--- src/rtl/led_matrix_pkg.sv ---
// Shared types for the 8x8 red/green LED matrix frame store and scan sequencer.
// Pure type/constant package; no logic, no latency, no flow control.
package led_matrix_pkg;

    localparam int NUM_ROWS = 8;

    typedef logic [2:0]      row_t;
    typedef logic [7:0][7:0] frame_t;
    typedef logic [7:0]      row_bits_t;

endpackage

--- src/rtl/scan_divider.sv ---
// Scan clock divider and row tracker: scan_clk toggles every DIV clk, row_idx steps on each rise.
// scan_rise is combinational and marks the cycle whose closing edge raises scan_clk; no backpressure.
module scan_divider
    import led_matrix_pkg::*;
#(
    parameter int DIV = 25
) (
    input  logic clk,
    input  logic reset_n,
    output logic scan_clk,
    output logic scan_rise,
    output row_t row_idx
);

    localparam int            CW      = (DIV > 1) ? $clog2(DIV) : 1;
    localparam logic [CW-1:0] CNT_MAX = CW'(DIV - 1);

    logic [CW-1:0] div_cnt_q, div_cnt_d;
    logic          scan_clk_q, scan_clk_d;
    row_t          row_idx_q, row_idx_d;
    logic          wrap;

    always_comb begin
        wrap       = (div_cnt_q == CNT_MAX);
        div_cnt_d  = wrap ? '0 : div_cnt_q + 1'b1;
        scan_clk_d = scan_clk_q ^ wrap;
        scan_rise  = wrap & ~scan_clk_q;
        row_idx_d  = scan_rise ? row_idx_q + 3'd1 : row_idx_q;
    end

    always_ff @(posedge clk or negedge reset_n) begin
        if (!reset_n) begin
            div_cnt_q  <= '0;
            scan_clk_q <= 1'b0;
            row_idx_q  <= '0;
        end else begin
            div_cnt_q  <= div_cnt_d;
            scan_clk_q <= scan_clk_d;
            row_idx_q  <= row_idx_d;
        end
    end

    assign scan_clk = scan_clk_q;
    assign row_idx  = row_idx_q;

endmodule

--- src/rtl/led_frame_controller.sv ---
// Double-buffered 8x8 frame store: arbitrated row writes to back, back->front copy at frame boundary.
// Writes land one edge after grant; grants drop in the swap cycle so requesters simply hold and retry.
module led_frame_controller
    import led_matrix_pkg::*;
#(
    parameter int DIV = 25
) (
    input  logic            clk,
    input  logic            reset_n,
    input  logic [1:0]      wr_req,
    input  row_t [1:0]      wr_row,
    input  row_bits_t [1:0] wr_red,
    input  row_bits_t [1:0] wr_green,
    output logic [1:0]      wr_gnt,
    input  logic            commit,
    output logic            commit_pending,
    output logic            frame_done,
    output logic            scan_clk,
    output frame_t          red_array,
    output frame_t          green_array
);

    logic   scan_rise;
    row_t   row_idx;
    logic   frame_boundary, swap;
    logic   wr_sel;

    frame_t back_red_q, back_red_d, back_green_q, back_green_d;
    frame_t front_red_q, front_red_d, front_green_q, front_green_d;
    logic   pending_q, pending_d;
    logic   frame_done_q, frame_done_d;

    scan_divider #(.DIV(DIV)) u_div (
        .clk       (clk),
        .reset_n   (reset_n),
        .scan_clk  (scan_clk),
        .scan_rise (scan_rise),
        .row_idx   (row_idx)
    );

    // The boundary is the rise that takes the driver from row 7 back to row 0.
    assign frame_boundary = scan_rise & (row_idx == row_t'(NUM_ROWS - 1));
    assign swap           = frame_boundary & pending_q;

    // Gated by reset_n so the combinational grant also reads 0 while reset is held.
    assign wr_gnt[0] = reset_n & ~swap & wr_req[0];
    assign wr_gnt[1] = reset_n & ~swap & wr_req[1] & ~wr_req[0];
    assign wr_sel    = wr_gnt[1];

    always_comb begin
        back_red_d    = back_red_q;
        back_green_d  = back_green_q;
        front_red_d   = front_red_q;
        front_green_d = front_green_q;
        pending_d     = (pending_q & ~swap) | commit;
        frame_done_d  = swap;
        if (|wr_gnt) begin
            back_red_d[wr_row[wr_sel]]   = wr_red[wr_sel];
            back_green_d[wr_row[wr_sel]] = wr_green[wr_sel];
        end
        if (swap) begin
            front_red_d   = back_red_q;
            front_green_d = back_green_q;
        end
    end

    always_ff @(posedge clk or negedge reset_n) begin
        if (!reset_n) begin
            back_red_q    <= '0;
            back_green_q  <= '0;
            front_red_q   <= '0;
            front_green_q <= '0;
            pending_q     <= 1'b0;
            frame_done_q  <= 1'b0;
        end else begin
            back_red_q    <= back_red_d;
            back_green_q  <= back_green_d;
            front_red_q   <= front_red_d;
            front_green_q <= front_green_d;
            pending_q     <= pending_d;
            frame_done_q  <= frame_done_d;
        end
    end

    assign commit_pending = pending_q;
    assign frame_done     = frame_done_q;
    assign red_array      = front_red_q;
    assign green_array    = front_green_q;

endmodule

--- config.mk ---
export PLATFORM = sky130hd
export DESIGN_NAME = led_frame_controller
export DESIGN_NICKNAME = d
export VERILOG_FILES = /design/src/rtl/led_matrix_pkg.sv /design/src/rtl/scan_divider.sv /design/src/rtl/led_frame_controller.sv
export SDC_FILE = /design/constraint.sdc
export NUM_CORES = 1
export LEC_CHECK = 0
export CAP_MARGIN = 10
export CORE_ASPECT_RATIO = 0.9
export CORE_MARGIN = 5
export CORE_UTILIZATION = 53
export CTS_CLUSTER_SIZE = 12
export DETAILED_ROUTE_END_ITERATION = 8
export GPL_ROUTABILITY_DRIVEN = 1
export PLACE_DENSITY = 0.8
export SYNTH_ARGS = -nofsm -noshare
export SYNTH_HDL_FRONTEND = slang
export SYNTH_SLANG_ARGS = --single-unit
--- constraint.sdc ---
create_clock -name clk -period 3.59 [get_ports clk]
set_input_delay 1.077 -clock clk [delete_from_list [all_inputs] [get_ports clk]]
set_output_delay 1.077 -clock clk [all_outputs]
set_load 0.02 [all_outputs]
=== Yosys cells after proc, flatten, opt, wreduce, memory -nomap -nowiden ===
Index checks and enable logic that the tools add are counted.

* Add/subtract/negate cells: 2
* Multiply operators: 0
* Divide/modulo/power cells: 0
* Order comparisons: 3
* Equality and inequality tests: 2
* Shifts and indexed selects: 0
* Multiplexer cells: 11
* Bitwise logic cells: 13
* Reduce and logical (&&, ||, !) cells: 2

{| class="wikitable"
|+ Operator list
! operator !! number
|-
| 64-bit bitwise mux || 2
|-
| 8-bit two-way mux || 5
|-
| 8-bit demux with 3-bit select || 1
|-
| 1-bit AND || 8
|-
| 3-bit two-way mux || 2
|-
| 5-bit by 1-bit adder with 5-bit output, second input constant || 1
|-
| 5-bit equality test, second input constant || 1
|-
| 5-bit two-way mux || 1
|-
| 3-bit by 4-bit < comparator with 1-bit output, second input constant || 1
|-
| 3-bit by 1-bit adder with 3-bit output, second input constant || 1
|-
| 3-bit equality test, second input constant || 1
|-
| 3-bit by 1-bit greater-or-equal comparator with 1-bit output, second input constant || 1
|-
| 1-bit NOT || 3
|-
| 1-bit by 2-bit < comparator with 1-bit output, second input constant || 1
|-
| 2-bit OR reduction || 1
|-
| 1-bit logical AND || 1
|-
| 1-bit bitwise OR || 1
|-
| 1-bit bitwise XOR || 1
|}

* Register bits: 267
* Latch bits: 0
* RAM bits: 0
* Memory bits (read-only): 0
* Input bits: 43
* Output and inout bits: 133
* Word-level logic and storage cells: 70
* Memories: 0

=== Logic depth before layout (Yosys ltp) ===
Gate-level depths: netlist of the first run.

* Depth after elaboration: 15
* Mapped depth: 11
* Depth with buffers taken out: 9

=== Modules after synthesis ===
A second synthesis of the first run with hierarchy kept.

* Cells, all modules: 901
* Area, all modules: 10622.7 um2

{| class="wikitable"
|+ By module, submodules not included
! module !! times used !! cells each !! area an instance (um2) !! sequential area each (um2)
|-
| led_frame_controller || 1 || 864 || 10209.8 || 6456.2
|-
| scan_divider || 1 || 37 || 412.9 || 225.2
|}

=== Least setup slack after synthesis of the first run ===
OpenSTA, ideal clock, no wires.

* Kind: register to output
* Start point: register u_div.div_cnt_q[0]
* End point: output wr_gnt[1]
* Arrival: 2064 ps
* Required time: 2513 ps
* Setup slack: 449 ps
* Cell stages (with the launch flop): 11
* Path buffers: 3
* Cells stage by stage: dfrtp_1 -> inv_1 -> ha_1 -> and4b_1 -> clkbuf_1 -> ha_1 -> nand3_4 -> inv_4 -> nor2_2 -> buf_2 -> buf_4

* Word-level cells in the longest chain between the ends: 8

{| class="wikitable"
|+ RTL lines
! element !! RTL line !! source
|-
| start: declaration || scan_divider.sv:18 || <nowiki>logic [CW-1:0] div_cnt_q, div_cnt_d;</nowiki>
|-
| start signal: assignment || scan_divider.sv:37 || <nowiki>div_cnt_q <= div_cnt_d;</nowiki>
|-
| 5-bit equality test || scan_divider.sv:24 || <nowiki>wrap = (div_cnt_q == CNT_MAX);</nowiki>
|-
| 1-bit AND || scan_divider.sv:27 || <nowiki>scan_rise = wrap & ~scan_clk_q;</nowiki>
|-
| net scan_rise || led_frame_controller.sv:23 || <nowiki>logic scan_rise;</nowiki>
|-
| 1-bit AND || led_frame_controller.sv:42 || <nowiki>assign frame_boundary = scan_rise & (row_idx == row_t'(NUM_ROWS - 1));</nowiki>
|-
| 1-bit AND || led_frame_controller.sv:43 || <nowiki>assign swap = frame_boundary & pending_q;</nowiki>
|-
| 1-bit NOT || led_frame_controller.sv:47 || <nowiki>assign wr_gnt[1] = reset_n & ~swap & wr_req[1] & ~wr_req[0];</nowiki>
|-
| 1-bit AND (3 in a row) || led_frame_controller.sv:47 ||
|-
| end: declaration || led_frame_controller.sv:14 || <nowiki>output logic [1:0] wr_gnt,</nowiki>
|}

The timed path passes the listed nets, and every way through them passes these cells.

=== Worst setup path in the final report of the first run ===
* Start point: register u_div.div_cnt_q[0]
* End point: output wr_gnt[0]

* Word-level cells in the longest chain between the ends: 7

{| class="wikitable"
|+ RTL lines
! element !! RTL line !! source
|-
| 5-bit equality test || scan_divider.sv:24 ||
|-
| 1-bit AND || scan_divider.sv:27 ||
|-
| net scan_rise || led_frame_controller.sv:23 ||
|-
| 1-bit AND || led_frame_controller.sv:42 ||
|-
| 1-bit AND || led_frame_controller.sv:43 ||
|-
| 1-bit NOT || led_frame_controller.sv:46 || <nowiki>assign wr_gnt[0] = reset_n & ~swap & wr_req[0];</nowiki>
|-
| 1-bit AND (2 in a row) || led_frame_controller.sv:46 ||
|}

The timed path passes the listed nets, and every way through them passes these cells.

==> results.cfg, run 1 <==
[timing]
min_period_over_period_pct = 94.80
fin_worst_skew_ns = 0.01836
postLayoutSetupSlackWorst_ns = 0.1867
worst_pin_slew_ns = 0.9489
fin_crit_ns = 3.403
max_freq_mhz = 293.8
rsz0062_at_grt = false
finalHoldViolCount = 0
maxSlewViolCount = 0
setup_viol = 0
relSlewSlack_pct = 36.74

[clock_tree]
cts-hold-fix-buffers = 0
htreeDepth = 1
cts.reportedPaths.clkPinSlew_ns = 0.06
clock-sinks = 267
clk_path_buf_depth = 3
root_buffer = clkbuf_16
cts_tree = yes
cts_buffers = 27
clk-insertion-delay-late_ns = 0.53

[synth]
ys_seq_elements = 267
avgSynthCellArea_um2 = 11.75
synth_area_leaders = dfrtp_1 64%, nand2_1 14%, mux2_2 14%, mux2_4 2.9%, clkbuf_1 1.0%
synth_top_cell_area_share_pct = 63.82
synthFlopType = dfrtp_1
ys_seq_area_share_pct = 63.82
synth-edff-count = 0
synth_warnings = 0
synth_nets = 939
netlist_instances = 891
yosys.cell_types.count = 36
syn-cell-area_mm2 = 0.01047
yosys.area.top_type = dfrtp_1
async_reset_ff_share_pct = 100.0

[critical_path]
crit_type = register to output port
start_kind = register
cp_max_fo = 7
crit_path_cell_trace = inv_1 > ha_1 > and4b_2 > ha_4 > nand3_4 > and3_1 > dlygate4sd2_1
worstPathRequired_ns = 2.51
crit_cells = 7
critPathSlowestCell = dfrtp_1
cp-end-kind = output port
slowest_delay_ns = 0.41
cp_num_buf_inv = 2
critPathTopFamily = simple AND/OR/NAND/NOR gates
arrival_ns = 2.33
reg2reg_depth = 11

[placement]
dp_cells = 1299
dpl.hpwl_mm = 15.94
place_ws_ns = -0.1460
io_buffers = 175
gp_congestion = 0.7533

[global_route]
grt_pass1_wl_mm = 39.34
grt.total_usage_pct = 21.98
grt_antenna_before_repair = 0
first_global_vias = 7361
grt_max_degree = 75
gr-total-overflow = 0

[floorplan]
std_cell_rows = 48
die-width_um = 158.1
core-area_mm2 = 0.01928
initial_utilization_pct = 54.30
die_y_um = 143.3
dieArea_mm2 = 0.02267
io_pins = 176

[worst_hold_path]
worst_hold_path_type = primary input to async pin

[final_layout]
drive_gt1_share_pct = 19.93
antennaDiodeCount = 0
fin_cells = 1339
nFillCells = 1367
multi_input_area_mm2 = 0.003583
synthToLayoutAreaGrowth_pct = 26.93
regArea_mm2 = 0.006681
nNetsFinal = 1126

[routing]
wl_per_cell_um = 18.37
drc_errors = 0
drtPass1Iterations = 4
drt-vias-per-instance = 5.241
antenna_left = 0
wirelength_mm = 24.60
drt_iter0_markers = 377
via_count = 7018

[run]
drv_cap = 0

[power]
p_leak_nw = 6.440
power.density_mw_per_mm2 = 511.7
ir_drop_v = 0.0003854

[outcome]
status = finished clean
==> worst reg2reg max path, cell delays in order (launching register included) <==
cell	delay, ns
dfrtp_1	0.41
inv_1	0.08
ha_1	0.16
and4b_2	0.31
ha_4	0.20
nand3_4	0.14
inv_4	0.10
buf_4	0.54
o21ai_0	0.33
a21oi_2	0.35
buf_4	0.24
mux2_2	0.36
==> cells in the final DEF (no fill, tap or decap), types with 6 or more instances in the layout <==
cell,instances
a21oi_2,6
clkbuf_16,27
mux2_4,20
clkbuf_1,7
buf_4,19
mux2_2,126
nand2_1,386
dfrtp_1,267
clkdlybuf4s50_1,172
==> synthesized netlist by cell type, drive strengths merged, types with 3 or more instances <==
cell	instances
ha	5
a21oi	8
inv	5
nand2	386
mux2	146
buf	11
nor2b	4
o21ai	4
o211ai	3
clkbuf	28
nor2	5
dfrtp	267
==> kinds of logic after synthesis <==
kind of cell,count (synthesis),synth area share [%]
and+or+nand+nor,408,15.36
adders and majority gates,5,0.5976
DFF,267,63.82
AOI/OAI and AO/OA,17,1.374
muxes,147,16.52
xor gates and xnor gates,3,0.2510
buffers and inverters,44,2.080
==> area by class of cell <==
type / instances / share of cell area (%)
flip-flops and latches: 267 / 50.28
repair buffers: 197 / 14.63
well taps: 250 / 2.354
multi-input cells: 580 / 26.97
inverters: 5 / 0.1601
clock buffers: 35 / 5.386
clock inverters: 5 / 0.2166
==> where the power goes <==
part           switching (mW)  internal [mW]
clock                    1.09           1.38
combinational           0.248          0.425
sequential              0.221           3.43
==> per-stage QoR <==
stage	hold slack [ns]	power (mW)	instance area, um^2	utilization [%]	TNS [ns]
floorplan	0.4348	4.113	10470	-	0
detailed placement	0.4482	4.382	12530	65.01	-0.1460
global route	0.3263	7.079	13290	68.93	0
global placement	0.4418	4.323	12530	65.01	-0.1438
CTS	0.3245	6.866	13290	68.93	0
finish	0.3452	6.799	13290	68.93	0
==> worst paths after layout <==
| path | start | end | slack [ns] |
|---|---|---|---|
| worst min register to register | back_green_q[60] | green_array[60] | 0.46 |
| max in group asynchronous | reset_n | red_array[17] | 1.36 |
| worst max register to register | u_div.div_cnt_q[0] | back_red_q[20] | 0.28 |
| worst min-delay path | reset_n | red_array[19] | 0.35 |
| worst max-delay path | u_div.div_cnt_q[0] | wr_gnt[0] | 0.19 |
| min in group clk | back_green_q[60] | green_array[60] | 0.46 |
==> state kept, by name, indices dropped and copies added, names as in the netlist <==
signal,flops
frame_done,1
commit_pending,1
back_green_q,64
u_div.row_idx,3
red_array,64
u_div.scan_clk,1
back_red_q,64
green_array,64
u_div.div_cnt_q,5
==> what timing repair did <==
action | in CTS | in global routing
resized for setup | 5 | 3
setup endpoints to repair | 2 | 3
buffers inserted | 0 | 0
==> metal layers <==
layer	wire length, um	part of all wire, %	track usage (%)	up-vias
li1	-	-	-	3245
met1	10480	43	30.24	3520
met2	11730	48	35.61	204
met3	1799	7.3	5.420	49
met4	593	2.4	5.521	0
met5	0	0	0	-
(Power assumes the default switching activity.)
==> inputs of run 2 (changes only) <==
- CORE_ASPECT_RATIO: 0.9 -> default
- PLACE_DENSITY: 0.8 -> 0.79
- SYNTH_HIERARCHICAL: default -> 1
==> results.cfg, run 2 <==
[outcome]
status = finished clean

[global_route]
grt.total_usage_pct = 21.72
grt_pass1_wl_mm = 39.36
grt_antenna_before_repair = 1
gr-total-overflow = 0
grt_max_degree = 82
first_global_vias = 7319

[synth]
yosysMostFrequentCell = nand2_1
synth-edff-count = 0
yosys.area.top_type = dfrtp_1
syn-cell-area_mm2 = 0.01062
async_reset_ff_share_pct = 100.0
synth_area_leaders = dfrtp_1 63%, nand2_1 14%, mux2_2 11%, mux2_4 6.1%, clkbuf_1 0.88%
ys_seq_area_share_pct = 62.90
synth_warnings = 6
avgSynthCellArea_um2 = 11.79
synthFlopType = dfrtp_1
synth_common_cells = 391 x nand2_1, 267 x dfrtp_1, 100 x mux2_2, 43 x mux2_4, 25 x clkbuf_1
yosys.cell_types.count = 40
ys_seq_elements = 267
synth_nets = 948
synth_top_cell_area_share_pct = 62.90
netlist_instances = 901

[final_layout]
nNetsFinal = 1134
synthToLayoutAreaGrowth_pct = 27.17
antennaDiodeCount = 0
final_cell_mix = 390 x nand2_1, 267 x dfrtp_1, 172 x clkdlybuf4s50_1
final_common_cell = nand2_1
fin_cells = 1365
drive_gt1_share_pct = 20.45

[clock_tree]
htreeDepth = 1
cts-hold-fix-buffers = 0
cts_tree = yes
clk_path_buf_depth = 3
clk-insertion-delay-late_ns = 0.53
cts_buffers = 28
cts.reportedPaths.clkPinSlew_ns = 0.06
root_buffer = clkbuf_16
clock-sinks = 267

[placement]
dp_cells = 1318
io_buffers = 175
gp_congestion = 0.7610
place_ws_ns = -0.04332
dpl.hpwl_mm = 15.63

[critical_path]
cp_max_fo = 4
worstPathRequired_ns = 2.51
slowest_delay_ns = 0.41
critPathTopFamily = simple AND/OR/NAND/NOR gates
critPathSlowestCell = dfrtp_1
cp_num_buf_inv = 2
arrival_ns = 2.29
start_kind = register
crit_path_cell_trace = inv_1 > ha_2 > nand2_1 > nor2_2 > ha_2 > and4_4 > nand2_4 > and3_1 > clkbuf_2
crit_type = register to output port
cp-end-kind = output port
crit_path_frequent_cell = ha_2

[power]
finalPower_mw = 6.988
ir_drop_v = 0.0003167
power.density_mw_per_mm2 = 517.3
p_leak_nw = 6.715

[routing]
drt_iter0_markers = 326
drc_errors = 0
antenna_left = 0
drt-vias-per-instance = 5.138
wl_per_cell_um = 17.66
wirelength_mm = 24.11
drtPass1Iterations = 4
via_count = 7013

[floorplan]
std_cell_rows = 51
initial_utilization_pct = 54.22
core-area_mm2 = 0.01959
io_pins = 176
die-width_um = 151.6
die_y_um = 151.6
dieArea_mm2 = 0.02297

[timing]
max_freq_mhz = 296.8
rsz0062_at_grt = false
postLayoutSetupSlackWorst_ns = 0.2207
fin_hold_ws_ns = 0.3279
setup_viol = 0
min_period_over_period_pct = 93.85
fin_worst_skew_ns = 0.01780
finalHoldViolCount = 0
relSlewSlack_pct = 33.21
worst_pin_slew_ns = 1.002
maxSlewViolCount = 0
fin_crit_ns = 3.369

[run]
drv_cap = 0

[worst_hold_path]
worst_hold_path_type = primary input to async pin
-- run 2: changes by cell type after synthesis, sizes merged, moves of 2 or more --
cell | before | now
a21oi | 8 | 2
a31oi | 0 | 3
and3b | 2 | 0
buf | 11 | 18
clkbuf | 28 | 25
inv | 5 | 10
nand2 | 386 | 392
nand2b | 0 | 5
nor2b | 4 | 2
nor4bb | 0 | 2
o21ai | 4 | 1
-- run 2: worst paths after layout --
kind | from | end | slack, ns | depth (start not counted)
worst max-delay path | u_div/div_cnt_q[0] | wr_gnt[0] | 0.22 | 9
worst min-delay path | reset_n | commit_pending | 0.33 | 1
worst max register to register | u_div/div_cnt_q[0] | red_array[30] | 0.65 | 11
worst min register to register | back_red_q[18] | red_array[18] | 0.46 | 2
max in group asynchronous | reset_n | back_red_q[54] | 1.26 | 3
min in group clk | back_red_q[18] | red_array[18] | 0.46 | 2
-- run 2: metal layers --
metal | routed length (um) | vias to the layer above | global-route usage [%] | part of all wire [%]
met1 | 10280 | 3550 | 29.43 | 43
met3 | 1326 | 30 | 3.629 | 5.5
met2 | 12120 | 175 | 37.14 | 50
met4 | 376 | 0 | 4.987 | 1.6
li1 | - | 3258 | - | -
met5 | 0 | - | 0 | 0
-- run 2: kinds of logic after synthesis --
| kind of cell | Yosys count | synth area share (%) |
|---|---|---|
| compound gates | 13 | 1.248 |
| xor+xnor | 3 | 0.2474 |
| fa+ha+maj | 4 | 0.4712 |
| buf+inv | 53 | 2.721 |
| flops | 267 | 62.90 |
| mux | 146 | 16.98 |
| simple gates | 415 | 15.43 |
-- run 2: layout make-up --
cell class	count	area (um^2)
Multi-Input combinational cell	581	3672
Inverter	10	40.04
Timing Repair Buffer	199	1964
Sequential cell	267	6681
Clock buffer	36	782.0
Fill cell	1418	6081
Tap cell	265	331.6
Clock inverter	7	37.54
-- run 2: what timing repair did --
item                                    4_1_cts  5_1_grt
pin swaps                                     2        1
endpoints found under the setup margin        2        2
buffers inserted                              2        2
gates resized for setup                       5        6
-- run 2: per-stage QoR --
stage	area, um^2	setup TNS, ns	util (%)
floorplan	10620	0	-
global placement	12660	-0.03881	64.62
detailed placement	12660	-0.04332	64.62
CTS	13500	0	68.90
global route	13510	0	68.96
finish	13510	0	68.96
-- run 2: power breakdown --
group / total [mW] / internal (mW) / switching, mW
Combinational: 0.713 / 0.464 / 0.249
Clock: 2.61 / 1.51 / 1.10
Sequential: 3.67 / 3.44 / 0.227
==> RTL change (settings of run 1) <==
Reset style: synchronous (`reset_n`), changed in 2 clocked blocks.
--- a/src/rtl/scan_divider.sv
+++ b/src/rtl/scan_divider.sv
@@ -30,3 +30,3 @@
 
-    always_ff @(posedge clk or negedge reset_n) begin
+    always_ff @(posedge clk) begin
         if (!reset_n) begin
--- a/src/rtl/led_frame_controller.sv
+++ b/src/rtl/led_frame_controller.sv
@@ -66,3 +66,3 @@
 
-    always_ff @(posedge clk or negedge reset_n) begin
+    always_ff @(posedge clk) begin
         if (!reset_n) begin
Function: differs if reset_n is asserted again (counterexample within 4 cycles, from zero or initial values and one cycle with reset_n low); with reset_n held inactive, the same outputs for 10 cycles.
==> RTL change against run 1 <==
- setup slack better by 0.055 ns
- sequential cell count stayed put
- design area shrank 8.5%
- critical endpoint is now wr_gnt[1]
- routed wire length fell by 3.8%
- sequential share of layout area decreased by 6.3 points
- synthesized area fell by 11%
Power is not compared: it rests on default switching activity, and its combinational part moved more than twofold at a synthesized area within 25%.
==> RTL change: results (changes against run 1) <==
Worst setup path
  • Origin of the critical flop-to-flop path: u_div.div_cnt_q[0]
  • Crit Path Max Fanout: 6 (-1)
  • Worst r2r dst: back_red_q[27]
  • Critical path data arrival time: 2.27 ns (-0.06 ns)
  • Setup slack, reg-to-reg: 0.86 ns (+0.58 ns)

Timing
  • Hold Slack: 0.4561 ns (+0.1109 ns)
  • Setup Skew: 0.01703 ns (-0.001331 ns)
  • Normalized max-slew margin: 0.2613 (-0.1061)

Route
  • DRT Pass-1 Iters: 7 (+3)
  • Via/cell ratio: 5.439 (+3.8%)
  • Drt wl/cell: 18.91 um (+2.9%)
  • Drt first-iter violations: 399 (+5.8%)

Yosys
  • Library cells used by synthesis: 35 (-2.8%)
  • Post-synthesis sequential area ratio: 0.5711 (-0.06710)
  • Post-Syn Nets: 877 (-6.6%)
  • Top cells by count, synth: 267 x dfxtp_1, 132 x nand2_1, 130 x mux2i_1
  • Ys flop type: dfxtp_1
  • Async S/R FF share, synth: 0 (-1.000)
  • Synth area leaders: dfxtp_1 57%, mux2i_1 14%, a22o_1 12%

Min path
  • HP Class: flop to flop

Placed design
  • Dpl hpwl: 15430 um (-3.2%)
  • DP Area: 0.01140 mm^2 (-9.0%)
  • Routability cong.: 0.8038 (+6.7%)

Layout
  • Share of cells above drive strength 1: 0.07822 (-0.1210)
  • Nets: 1049 (-6.8%)

Global route
  • First-pass GRT wire length: 36740 um (-6.6%)
  • Initial antenna violation count: 4 (+4)
  • All-Layer GR Usage: 0.2260 (+0.006144)
  • Largest net degree at the start of global routing: 105 (+40%)
  • Vias in the first global route: 6616 (-10%)

Clock tree
  • Resize count post-CTS: 2 (-3)
  • CTS buffer count: 27 (unchanged)

Outcome
  • Status: finished, final reports clean

Run
  • Max Cap Viol: 0 (unchanged)

Power and ir drop
  • Leak: between 4 and 5 nW
[RTL change: cell count changes in the layout (fill, tap and decap cells not counted), sizes merged, moves of 18 or more]
cell   before  now
dfxtp       0  267
dfrtp     267    0
mux2      146    0
nand2     386  132
and3        1   19
a22o        1  128
mux2i       1  130
[RTL change: worst max-delay path, stage by stage (launching register included)]
cell and delay [ns]:
dfxtp_1 0.37, inv_1 0.06, ha_1 0.19, nand4b_1 0.13, inv_1 0.07, ha_1 0.28, and3_4 0.22, nor2_1 0.10
dlygate4sd2_1 0.33
[RTL change: power by group through the flow]
| stage | Sequential [mW] | Clock [mW] | Combinational [mW] |
|---|---|---|---|
| 6_report | 3.01 | 2.48 | 0.274 |
| 5_1_grt | 3.01 | 2.64 | 0.293 |
| 4_1_cts | 3.01 | 2.53 | 0.273 |
| 3_5_place_dp | 3.08 | 0 | 0.273 |
| 3_3_place_gp | 3.08 | 0 | 0.269 |
| 2_1_floorplan | 3.07 | 0 | 0.151 |
[RTL change: cell type report]
class                   count  area [um^2]
well taps                 240        300.3
clock buffers              36        749.5
diodes                      1        2.502
multi-input cells         492         3665
repair buffers            208         2069
clock inverters             2        12.51
fillers                  1311         5334
inverters                   5        18.77
flip-flops and latches    267         5345
[RTL change: kinds of logic (layout without fill, tap and decap cells)]
| kind of cell | after synthesis | count (layout) | synth area share |
|---|---|---|---|
| buf+inv | 70 | 251 | 0.03864 |
| flops | 267 | 267 | 0.5711 |
| mux | 130 | 130 | 0.1390 |
| fa+ha+maj | 5 | 5 | 0.006684 |
| simple gates | 178 | 178 | 0.08423 |
| compound gates | 175 | 175 | 0.1566 |
| xor+xnor | 4 | 4 | 0.003744 |
| other cells | 0 | 1 | 0 |
[RTL change: worst max path at each step]
| stage | cells after the start | endpoint | start | slack [ns] |
|---|---|---|---|---|
| finish | 8 | wr_gnt[1] | u_div.div_cnt_q[0] | 0.24 |
| global route | 8 | wr_gnt[0] | u_div.div_cnt_q[0] | 0.10 |
| CTS | 8 | wr_gnt[1] | u_div.div_cnt_q[0] | 0.22 |
| detailed placement | 4 | wr_gnt[1] | wr_req[1] | 0.11 |
| global placement | 4 | wr_gnt[1] | wr_req[0] | 0.12 |
| floorplan | 3 | wr_gnt[0] | reset_n | 0.64 |
[RTL change: through the flow]
stage | std cells | setup WS (ns)
floorplan | 829 | 0.6359
global placement | 1212 | 0.1191
detailed placement | 1212 | 0.1107
CTS | 1250 | 0.2198
global route | 1251 | 0.1034
finish | 1251 | 0.2416
[RTL change: metal layers]
metal / vias to the layer above / wire length (um) / track usage
met5: - / 44 / 0
met4: 6 / 461 / 0.04878
met3: 38 / 1384 / 0.04533
met2: 211 / 11140 / 0.3660
met1: 3278 / 10630 / 0.3151
li1: 3271 / - / -
